File: src/rtl/rtc_bus_master.sv
// Bus engine for the RTC multiplexed address/data bus: host read/write transactions with
// programmable strobe timing, plus refresh bursts that copy a list of RTC registers into a shadow file.
module rtc_bus_master #(
    parameter int ADDR_W = 8,
    parameter int DATA_W = 8,
    parameter int N_REGS = 9,
    parameter logic [N_REGS*ADDR_W-1:0] ADDR_LIST = 72'h41_42_43_21_22_23_24_25_26,
    parameter int T_SETUP = 1,
    parameter int T_PULSE = 2,
    parameter int T_HOLD = 1,
    localparam int SEL_W = (N_REGS > 1) ? $clog2(N_REGS) : 1
) (
    input  logic              clock,
    input  logic              reset,
    input  logic              req_valid,
    output logic              req_ready,
    input  logic              req_write,
    input  logic [ADDR_W-1:0] req_addr,
    input  logic [DATA_W-1:0] req_wdata,
    output logic              rsp_valid,
    output logic [DATA_W-1:0] rsp_rdata,
    input  logic              refresh_start,
    input  logic              irq,
    input  logic              irq_refresh_en,
    output logic              refresh_busy,
    output logic              refresh_done,
    input  logic [SEL_W-1:0]  shadow_sel,
    output logic [DATA_W-1:0] shadow_data,
    output logic [DATA_W-1:0] ad_out,
    output logic              ad_oe,
    input  logic [DATA_W-1:0] ad_in,
    output logic              ad_n,
    output logic              cs_n,
    output logic              rd_n,
    output logic              wr_n
);
    localparam int T_MAX = (T_SETUP > T_PULSE) ? ((T_SETUP > T_HOLD) ? T_SETUP : T_HOLD)
                                               : ((T_PULSE > T_HOLD) ? T_PULSE : T_HOLD);
    localparam int CNT_W = $clog2(T_MAX + 1);
    localparam logic [CNT_W-1:0] T_SETUP_C = CNT_W'(T_SETUP - 1);
    localparam logic [CNT_W-1:0] T_PULSE_C = CNT_W'(T_PULSE - 1);
    localparam logic [CNT_W-1:0] T_HOLD_C  = CNT_W'(T_HOLD - 1);
    localparam logic [SEL_W-1:0] LAST_IDX  = SEL_W'(N_REGS - 1);

    typedef enum logic [2:0] {
        IDLE, A_SETUP, A_PULSE, A_HOLD, D_SETUP, D_PULSE, D_HOLD, GAP
    } state_t;

    state_t              state_q, state_d;
    logic [CNT_W-1:0]    cnt_q, cnt_d;
    logic [ADDR_W-1:0]   addr_q, addr_d;
    logic [DATA_W-1:0]   wdata_q, wdata_d, rdata_q, rdata_d;
    logic                write_q, write_d, burst_q, burst_d, pending_q, pending_d;
    logic [SEL_W-1:0]    idx_q, idx_d;
    logic [2:0]          irq_sync_q, irq_sync_d;
    logic                ad_n_q, ad_n_d, cs_n_q, cs_n_d, rd_n_q, rd_n_d, wr_n_q, wr_n_d;
    logic                ad_oe_q, ad_oe_d, ready_q, ready_d, rsp_valid_q, rsp_valid_d;
    logic                done_q, done_d;
    logic [DATA_W-1:0]   ad_out_q, ad_out_d, rsp_rdata_q, rsp_rdata_d;
    logic [DATA_W-1:0]   shadow_q [N_REGS];
    logic                refresh_req_s, refresh_now_s, shadow_we_s;

    function automatic logic [ADDR_W-1:0] list_addr(input logic [SEL_W-1:0] i);
        return ADDR_LIST[int'(i)*ADDR_W +: ADDR_W];
    endfunction

    assign irq_sync_d    = {irq_sync_q[1:0], irq};
    assign refresh_req_s = refresh_start | (irq_sync_q[1] & ~irq_sync_q[2] & irq_refresh_en);
    assign refresh_now_s = pending_q | refresh_req_s;
    // A refresh request arriving this very cycle withdraws ready so the host cannot slip in ahead of it.
    assign req_ready     = ready_q & ~refresh_req_s;

    // Transaction sequencer: phase timing, burst indexing and read capture.
    always_comb begin
        state_d     = state_q;
        cnt_d       = cnt_q;
        addr_d      = addr_q;
        wdata_d     = wdata_q;
        write_d     = write_q;
        burst_d     = burst_q;
        idx_d       = idx_q;
        rdata_d     = rdata_q;
        shadow_we_s = 1'b0;
        case (state_q)
            IDLE: begin
                if (refresh_now_s) begin
                    state_d = A_SETUP;
                    cnt_d   = T_SETUP_C;
                    burst_d = 1'b1;
                    idx_d   = '0;
                    addr_d  = list_addr('0);
                    write_d = 1'b0;
                end else if (req_valid && req_ready) begin
                    state_d = A_SETUP;
                    cnt_d   = T_SETUP_C;
                    addr_d  = req_addr;
                    wdata_d = req_wdata;
                    write_d = req_write;
                end else begin
                    state_d = IDLE;
                end
            end
            A_SETUP, A_PULSE, A_HOLD, D_SETUP, D_PULSE, D_HOLD: begin
                if (cnt_q != '0) begin
                    cnt_d = cnt_q - CNT_W'(1);
                end else begin
                    case (state_q)
                        A_SETUP: begin state_d = A_PULSE; cnt_d = T_PULSE_C; end
                        A_PULSE: begin state_d = A_HOLD;  cnt_d = T_HOLD_C;  end
                        A_HOLD:  begin state_d = D_SETUP; cnt_d = T_SETUP_C; end
                        D_SETUP: begin state_d = D_PULSE; cnt_d = T_PULSE_C; end
                        D_PULSE: begin
                            state_d = D_HOLD;
                            cnt_d   = T_HOLD_C;
                            if (!write_q) begin
                                rdata_d     = ad_in;
                                shadow_we_s = burst_q;
                            end else begin
                                rdata_d = rdata_q;
                            end
                        end
                        default: begin state_d = GAP; cnt_d = '0; end
                    endcase
                end
            end
            GAP: begin
                if (burst_q && (idx_q != LAST_IDX)) begin
                    state_d = A_SETUP;
                    cnt_d   = T_SETUP_C;
                    idx_d   = idx_q + SEL_W'(1);
                    addr_d  = list_addr(idx_q + SEL_W'(1));
                end else begin
                    state_d = IDLE;
                    burst_d = 1'b0;
                end
            end
            default: state_d = IDLE;
        endcase
    end

    // Pending flag: cleared as a burst launches, re-armed by anything arriving during it.
    always_comb begin
        if ((state_q == IDLE) && refresh_now_s) begin
            pending_d = 1'b0;
        end else begin
            pending_d = pending_q | refresh_req_s;
        end
    end

    // Strobe and status decode from the next state so the pins change on the same edge as the state.
    always_comb begin
        ad_n_d   = 1'b1;
        cs_n_d   = 1'b1;
        rd_n_d   = 1'b1;
        wr_n_d   = 1'b1;
        ad_oe_d  = 1'b0;
        ad_out_d = '0;
        case (state_d)
            A_SETUP, A_PULSE, A_HOLD: begin
                cs_n_d   = 1'b0;
                ad_n_d   = 1'b0;
                ad_oe_d  = 1'b1;
                ad_out_d = DATA_W'(addr_d);
                wr_n_d   = (state_d != A_PULSE);
            end
            D_SETUP, D_PULSE, D_HOLD: begin
                cs_n_d = 1'b0;
                if (write_d) begin
                    ad_oe_d  = 1'b1;
                    ad_out_d = wdata_d;
                    wr_n_d   = (state_d != D_PULSE);
                end else begin
                    rd_n_d   = (state_d != D_PULSE);
                end
            end
            default: ad_oe_d = 1'b0;
        endcase
        rsp_valid_d = (state_d == GAP) && !burst_d;
        done_d      = (state_d == GAP) && burst_d && (idx_d == LAST_IDX);
        ready_d     = (state_d == IDLE) && !pending_d;
        if ((state_q == D_HOLD) && (state_d == GAP) && !burst_q && !write_q) begin
            rsp_rdata_d = rdata_q;
        end else begin
            rsp_rdata_d = rsp_rdata_q;
        end
    end

    // Control and output registers.
    always_ff @(posedge clock or posedge reset) begin
        if (reset) begin
            state_q     <= IDLE;
            cnt_q       <= '0;
            addr_q      <= '0;
            wdata_q     <= '0;
            rdata_q     <= '0;
            write_q     <= 1'b0;
            burst_q     <= 1'b0;
            idx_q       <= '0;
            pending_q   <= 1'b0;
            irq_sync_q  <= 3'b000;
            ad_n_q      <= 1'b1;
            cs_n_q      <= 1'b1;
            rd_n_q      <= 1'b1;
            wr_n_q      <= 1'b1;
            ad_oe_q     <= 1'b0;
            ad_out_q    <= '0;
            ready_q     <= 1'b1;
            rsp_valid_q <= 1'b0;
            rsp_rdata_q <= '0;
            done_q      <= 1'b0;
        end else begin
            state_q     <= state_d;
            cnt_q       <= cnt_d;
            addr_q      <= addr_d;
            wdata_q     <= wdata_d;
            rdata_q     <= rdata_d;
            write_q     <= write_d;
            burst_q     <= burst_d;
            idx_q       <= idx_d;
            pending_q   <= pending_d;
            irq_sync_q  <= irq_sync_d;
            ad_n_q      <= ad_n_d;
            cs_n_q      <= cs_n_d;
            rd_n_q      <= rd_n_d;
            wr_n_q      <= wr_n_d;
            ad_oe_q     <= ad_oe_d;
            ad_out_q    <= ad_out_d;
            ready_q     <= ready_d;
            rsp_valid_q <= rsp_valid_d;
            rsp_rdata_q <= rsp_rdata_d;
            done_q      <= done_d;
        end
    end

    // Shadow file, written at read-capture time during refresh bursts.
    always_ff @(posedge clock or posedge reset) begin
        if (reset) begin
            for (int i = 0; i < N_REGS; i++) shadow_q[i] <= '0;
        end else if (shadow_we_s) begin
            shadow_q[idx_q] <= ad_in;
        end
    end

    // Display-side read port.
    always_comb begin
        if (32'(shadow_sel) < N_REGS) begin
            shadow_data = shadow_q[shadow_sel];
        end else begin
            shadow_data = '0;
        end
    end

    assign ad_n         = ad_n_q;
    assign cs_n         = cs_n_q;
    assign rd_n         = rd_n_q;
    assign wr_n         = wr_n_q;
    assign ad_oe        = ad_oe_q;
    assign ad_out       = ad_out_q;
    assign rsp_valid    = rsp_valid_q;
    assign rsp_rdata    = rsp_rdata_q;
    assign refresh_busy = burst_q;
    assign refresh_done = done_q;
endmodule

File: config.mk
export PLATFORM = sky130hd
export DESIGN_NAME = rtc_bus_master
export DESIGN_NICKNAME = d
export VERILOG_FILES = /design/src/rtl/rtc_bus_master.sv
export SDC_FILE = /design/constraint.sdc
export NUM_CORES = 1
export LEC_CHECK = 0
export ABC_AREA = 1
export BUFFER_PORTS_ARGS = -buffer_cell sky130_fd_sc_hd__buf_2
export CAP_MARGIN = 20
export CELL_PAD_IN_SITES_DETAIL_PLACEMENT = 0
export CELL_PAD_IN_SITES_GLOBAL_PLACEMENT = 2
export CORE_ASPECT_RATIO = 1.2
export CORE_UTILIZATION = 38
export CTS_BUF_LIST = sky130_fd_sc_hd__clkbuf_16
export DETAILED_ROUTE_END_ITERATION = 16
export HOLD_SLACK_MARGIN = 0.03
export PLACE_DENSITY_LB_ADDON = 0.1
export SLEW_MARGIN = 20
export SYNTH_ARGS = -nofsm -noshare
export SYNTH_HDL_FRONTEND = slang
export SYNTH_SLANG_ARGS = --single-unit
File: constraint.sdc
create_clock -name clock -period 6.23 [get_ports clock]
set_input_delay 0.623 -clock clock [delete_from_list [all_inputs] [get_ports clock]]
set_output_delay 0.623 -clock clock [all_outputs]
set_load 0.02 [all_outputs]
==> results.json <==
{
  "status": "finished, final reports clean",
  "critical_path_peak_fanout": 48,
  "clkSinkCount": 135,
  "average_instance_area_after_synthesis_um2": 8.366,
  "pin_count": 68,
  "crit_path_arrival_time_ns": 2.63,
  "vias_in_the_first_global_route": 5386,
  "setup_total_negative_slack_ns": 0,
  "synth.lib_cells_used.distinct": 36,
  "syn_to_final_growth_pct": 16.97,
  "synth_area_um2": 6534,
  "top_signal_layer_used": "met4",
  "number_of_antenna_violations_at_the_first_check_in_global_routing": 0,
  "timing.slew.headroom_pct": 39.08,
  "vias_per_cell": 4.922,
  "dr_wl_met2_mm": 8.390,
  "core_area_um2": 16850,
  "final_min_period_over_clock_period_pct": 52.25,
  "worst_hold_check_path_type": "in2reg",
  "place.detailed.hpwl_mm": 11.96,
  "diodes": 0,
  "gp_routability_congestion": 0.8467,
  "clockRootBuffer": "clkbuf_16",
  "finalCriticalPeriod_ns": 3.255,
  "netlist.area_leader.share_pct": 49.79,
  "tritoncts": "done",
  "route.met3.wl_um": 609,
  "die_h_um": 145.6,
  "ant_nets": 0,
  "numPortBuffers": 67,
  "fin_nets": 883,
  "grt_setup_unrepaired": "no",
  "vdd.ir_drop.worst_v": 0.0003635,
  "crit_path_start_kind": "input pin",
  "mappedNetlistNets": 821,
  "worst_slew_pin_slew_ns": 0.9129,
  "clkTransAtPathRegs_ns": 0.06,
  "post_drt_wl_per_cell_um": 15.59,
  "postCtsHoldBufs": 0,
  "detailroute.via_count": 5276,
  "cts_inserted_buffers": 17,
  "cts_buffer_depth": 2,
  "ys.warnings.count": 0,
  "post_cts_buffers": 0,
  "post_synth_main_area_contributors": "dfrtp_1 (50%), nand2_1 (14%), nand3_1 (5.9%)",
  "floorplan.die_area_um2": 17720,
  "route.final.wire_length_mm": 16.72,
  "grt_max_degree": 72,
  "finalMaxSlewViolations": 0,
  "floorplan.initialDensity_pct": 38.77,
  "drt-pass1-iter-count": 5,
  "ratio_of_total_power_to_cell_area_nw_per_um2": 474.3,
  "timing.fmax_ghz": 0.3072,
  "synth-seq-area-share_pct": 51.80,
  "detailedRoute.firstIterationViolations": 346,
  "ys_seq_elements": 135,
  "most_common_cell_after_layout_fill_and_taps_aside": "nand2_1",
  "critPathKind": "in2out",
  "synth.largest_area_cell": "dfrtp_1",
  "power.static_leakage_nw": 4.070,
  "grt.overflow.total": 0,
  "global_route.usage.total_pct": 20.61,
  "h-tree-depth": 4,
  "dieWidth_um": 121.7,
  "grt_first_pass_wirelength_mm": 27.95,
  "drc": 0,
  "worstSkewPairLatency_ns": 0.42,
  "post_route_cell_area_um2": 7642,
  "post_cts.resized_instances": 0,
  "worstPathRequired_ns": 5.61,
  "postSynthCellCount": 781,
  "crit_path_capture_type": "output pin",
  "finalSetupViolCount": 0,
  "cap_viol_max_count": 0,
  "floorplan.rows": 52,
  "mostFrequentLayoutCells": "nand2_1 (252), dfrtp_1 (130), nand3_1 (77)",
  "final_hold_viol_count": 0,
  "placement.cell_area_um2": 7009,
  "wl_met1_mm": 7.377,
  "clock-skew-final_ns": 0.009645,
  "layout-drive-gt1-share_pct": 16.00
}
-- worst max-delay path: stages --
cell	delay, ns
buf_2	0.57
clkinv_1	0.63
o21ai_0	0.33
o221ai_1	0.14
nand3_1	0.11
nand2_1	0.05
buf_2	0.15
-- cell type report --
class,instances,area (um2)
clock buffers,17,425.4
clock inverters,15,207.7
fillers,1716,9209
inverters,79,304.0
multi-input cells,540,2693
flip-flops and latches,135,3385
well taps,216,270.3
repair buffers,70,357.8
-- layer usage --
metal  vias to the layer above  GRT usage [%]
met2                        99          35.00
li1                       2662              -
met1                      2495          25.64
met3                        20          4.898
met4                         0          6.420
met5                         -              0
-- sequential cells by signal, indices dropped and copies added, names as in the netlist --
name / count
irq_sync_q: 3
cnt_q: 2
state_q: 3
refresh_busy: 1
rd_n: 1
ad_oe: 1
shadow_q: 72
wdata_q: 8
rsp_valid: 1
refresh_done: 1
ready_q: 1
rdata_q: 8
addr_q: 8
write_q: 1
rsp_rdata: 8
idx_q: 4
cs_n: 1
ad_n: 1
ad_out: 8
wr_n: 1
pending_q: 1
-- cells in the mapped netlist --
library cell  number
nand3b_1           7
ha_1               5
inv_2              4
nor2_8             3
clkinv_1           3
nor2_2             2
o22ai_1            2
buf_2              7
o221ai_1           2
clkbuf_1          12
o21ai_1           64
inv_1             70
nor2_4             1
nand2_4            5
o211ai_1           3
nand3_1           77
nand3_2            1
a21boi_0           1
a21oi_4            1
o21ai_0           42
nand3_4            4
inv_4              2
nand4_4            5
a21oi_1           17
o21ai_2            1
nor3_4             1
buf_6              6
buf_1              2
dfstp_2            5
nor2_1            32
nand2_1          252
nand2_2            2
dfrtp_1          130
nand2_8            1
nand4_1            4
nor3_1             5
-- worst paths after layout --
path	start	end	slack (ns)	cells after the start
max	shadow_sel[0]	shadow_data[6]	2.97	7
min	irq	irq_sync_q[0]$_DFF_PP0_	0.31	1
max reg2reg	idx_q[0]$_DFF_PP0_	ad_out[0]$_DFF_PP0_	3.81	12
min reg2reg	irq_sync_q[0]$_DFF_PP0_	irq_sync_q[1]$_DFF_PP0_	0.35	0
max in group asynchronous	reset	shadow_q[5]$_DFFE_PP0P_	4.46	3
min in group asynchronous	reset	cnt_q[1]$_DFFE_PP0P_	0.35	2
-- power breakdown --
group | internal, mW | switching (mW) | leakage, nW
sequential | 1.16 | 0.188 | 1.48
combinational | 0.375 | 0.810 | 2.29
clock | 0.705 | 0.383 | 0.307
total | 2.24 | 1.38 | 4.07
-- kinds of logic after synthesis --
group / Yosys count / synth area share (%)
flip-flops: 135 / 51.80
AO/OA/AOI/OAI: 133 / 10.72
AND/OR/NAND/NOR: 402 / 29.53
adder cells (fa/ha/maj): 5 / 0.9575
buffers and inverters: 106 / 6.989
-- metrics by stage --
stage	worst slack (ns)	total power, mW	utilization (%)	instances	hold slack [ns]
floorplan	2.004	2.247	-	781	0.3312
global placement	3.040	2.555	41.59	1040	0.3409
detailed placement	2.986	2.566	41.59	1040	0.3436
CTS	2.988	3.670	45.35	1072	0.2827
global route	2.721	3.895	45.35	1072	0.2894
finish	2.975	3.625	45.35	1072	0.3069
Note: power is estimated with default switching activity, not from simulation.
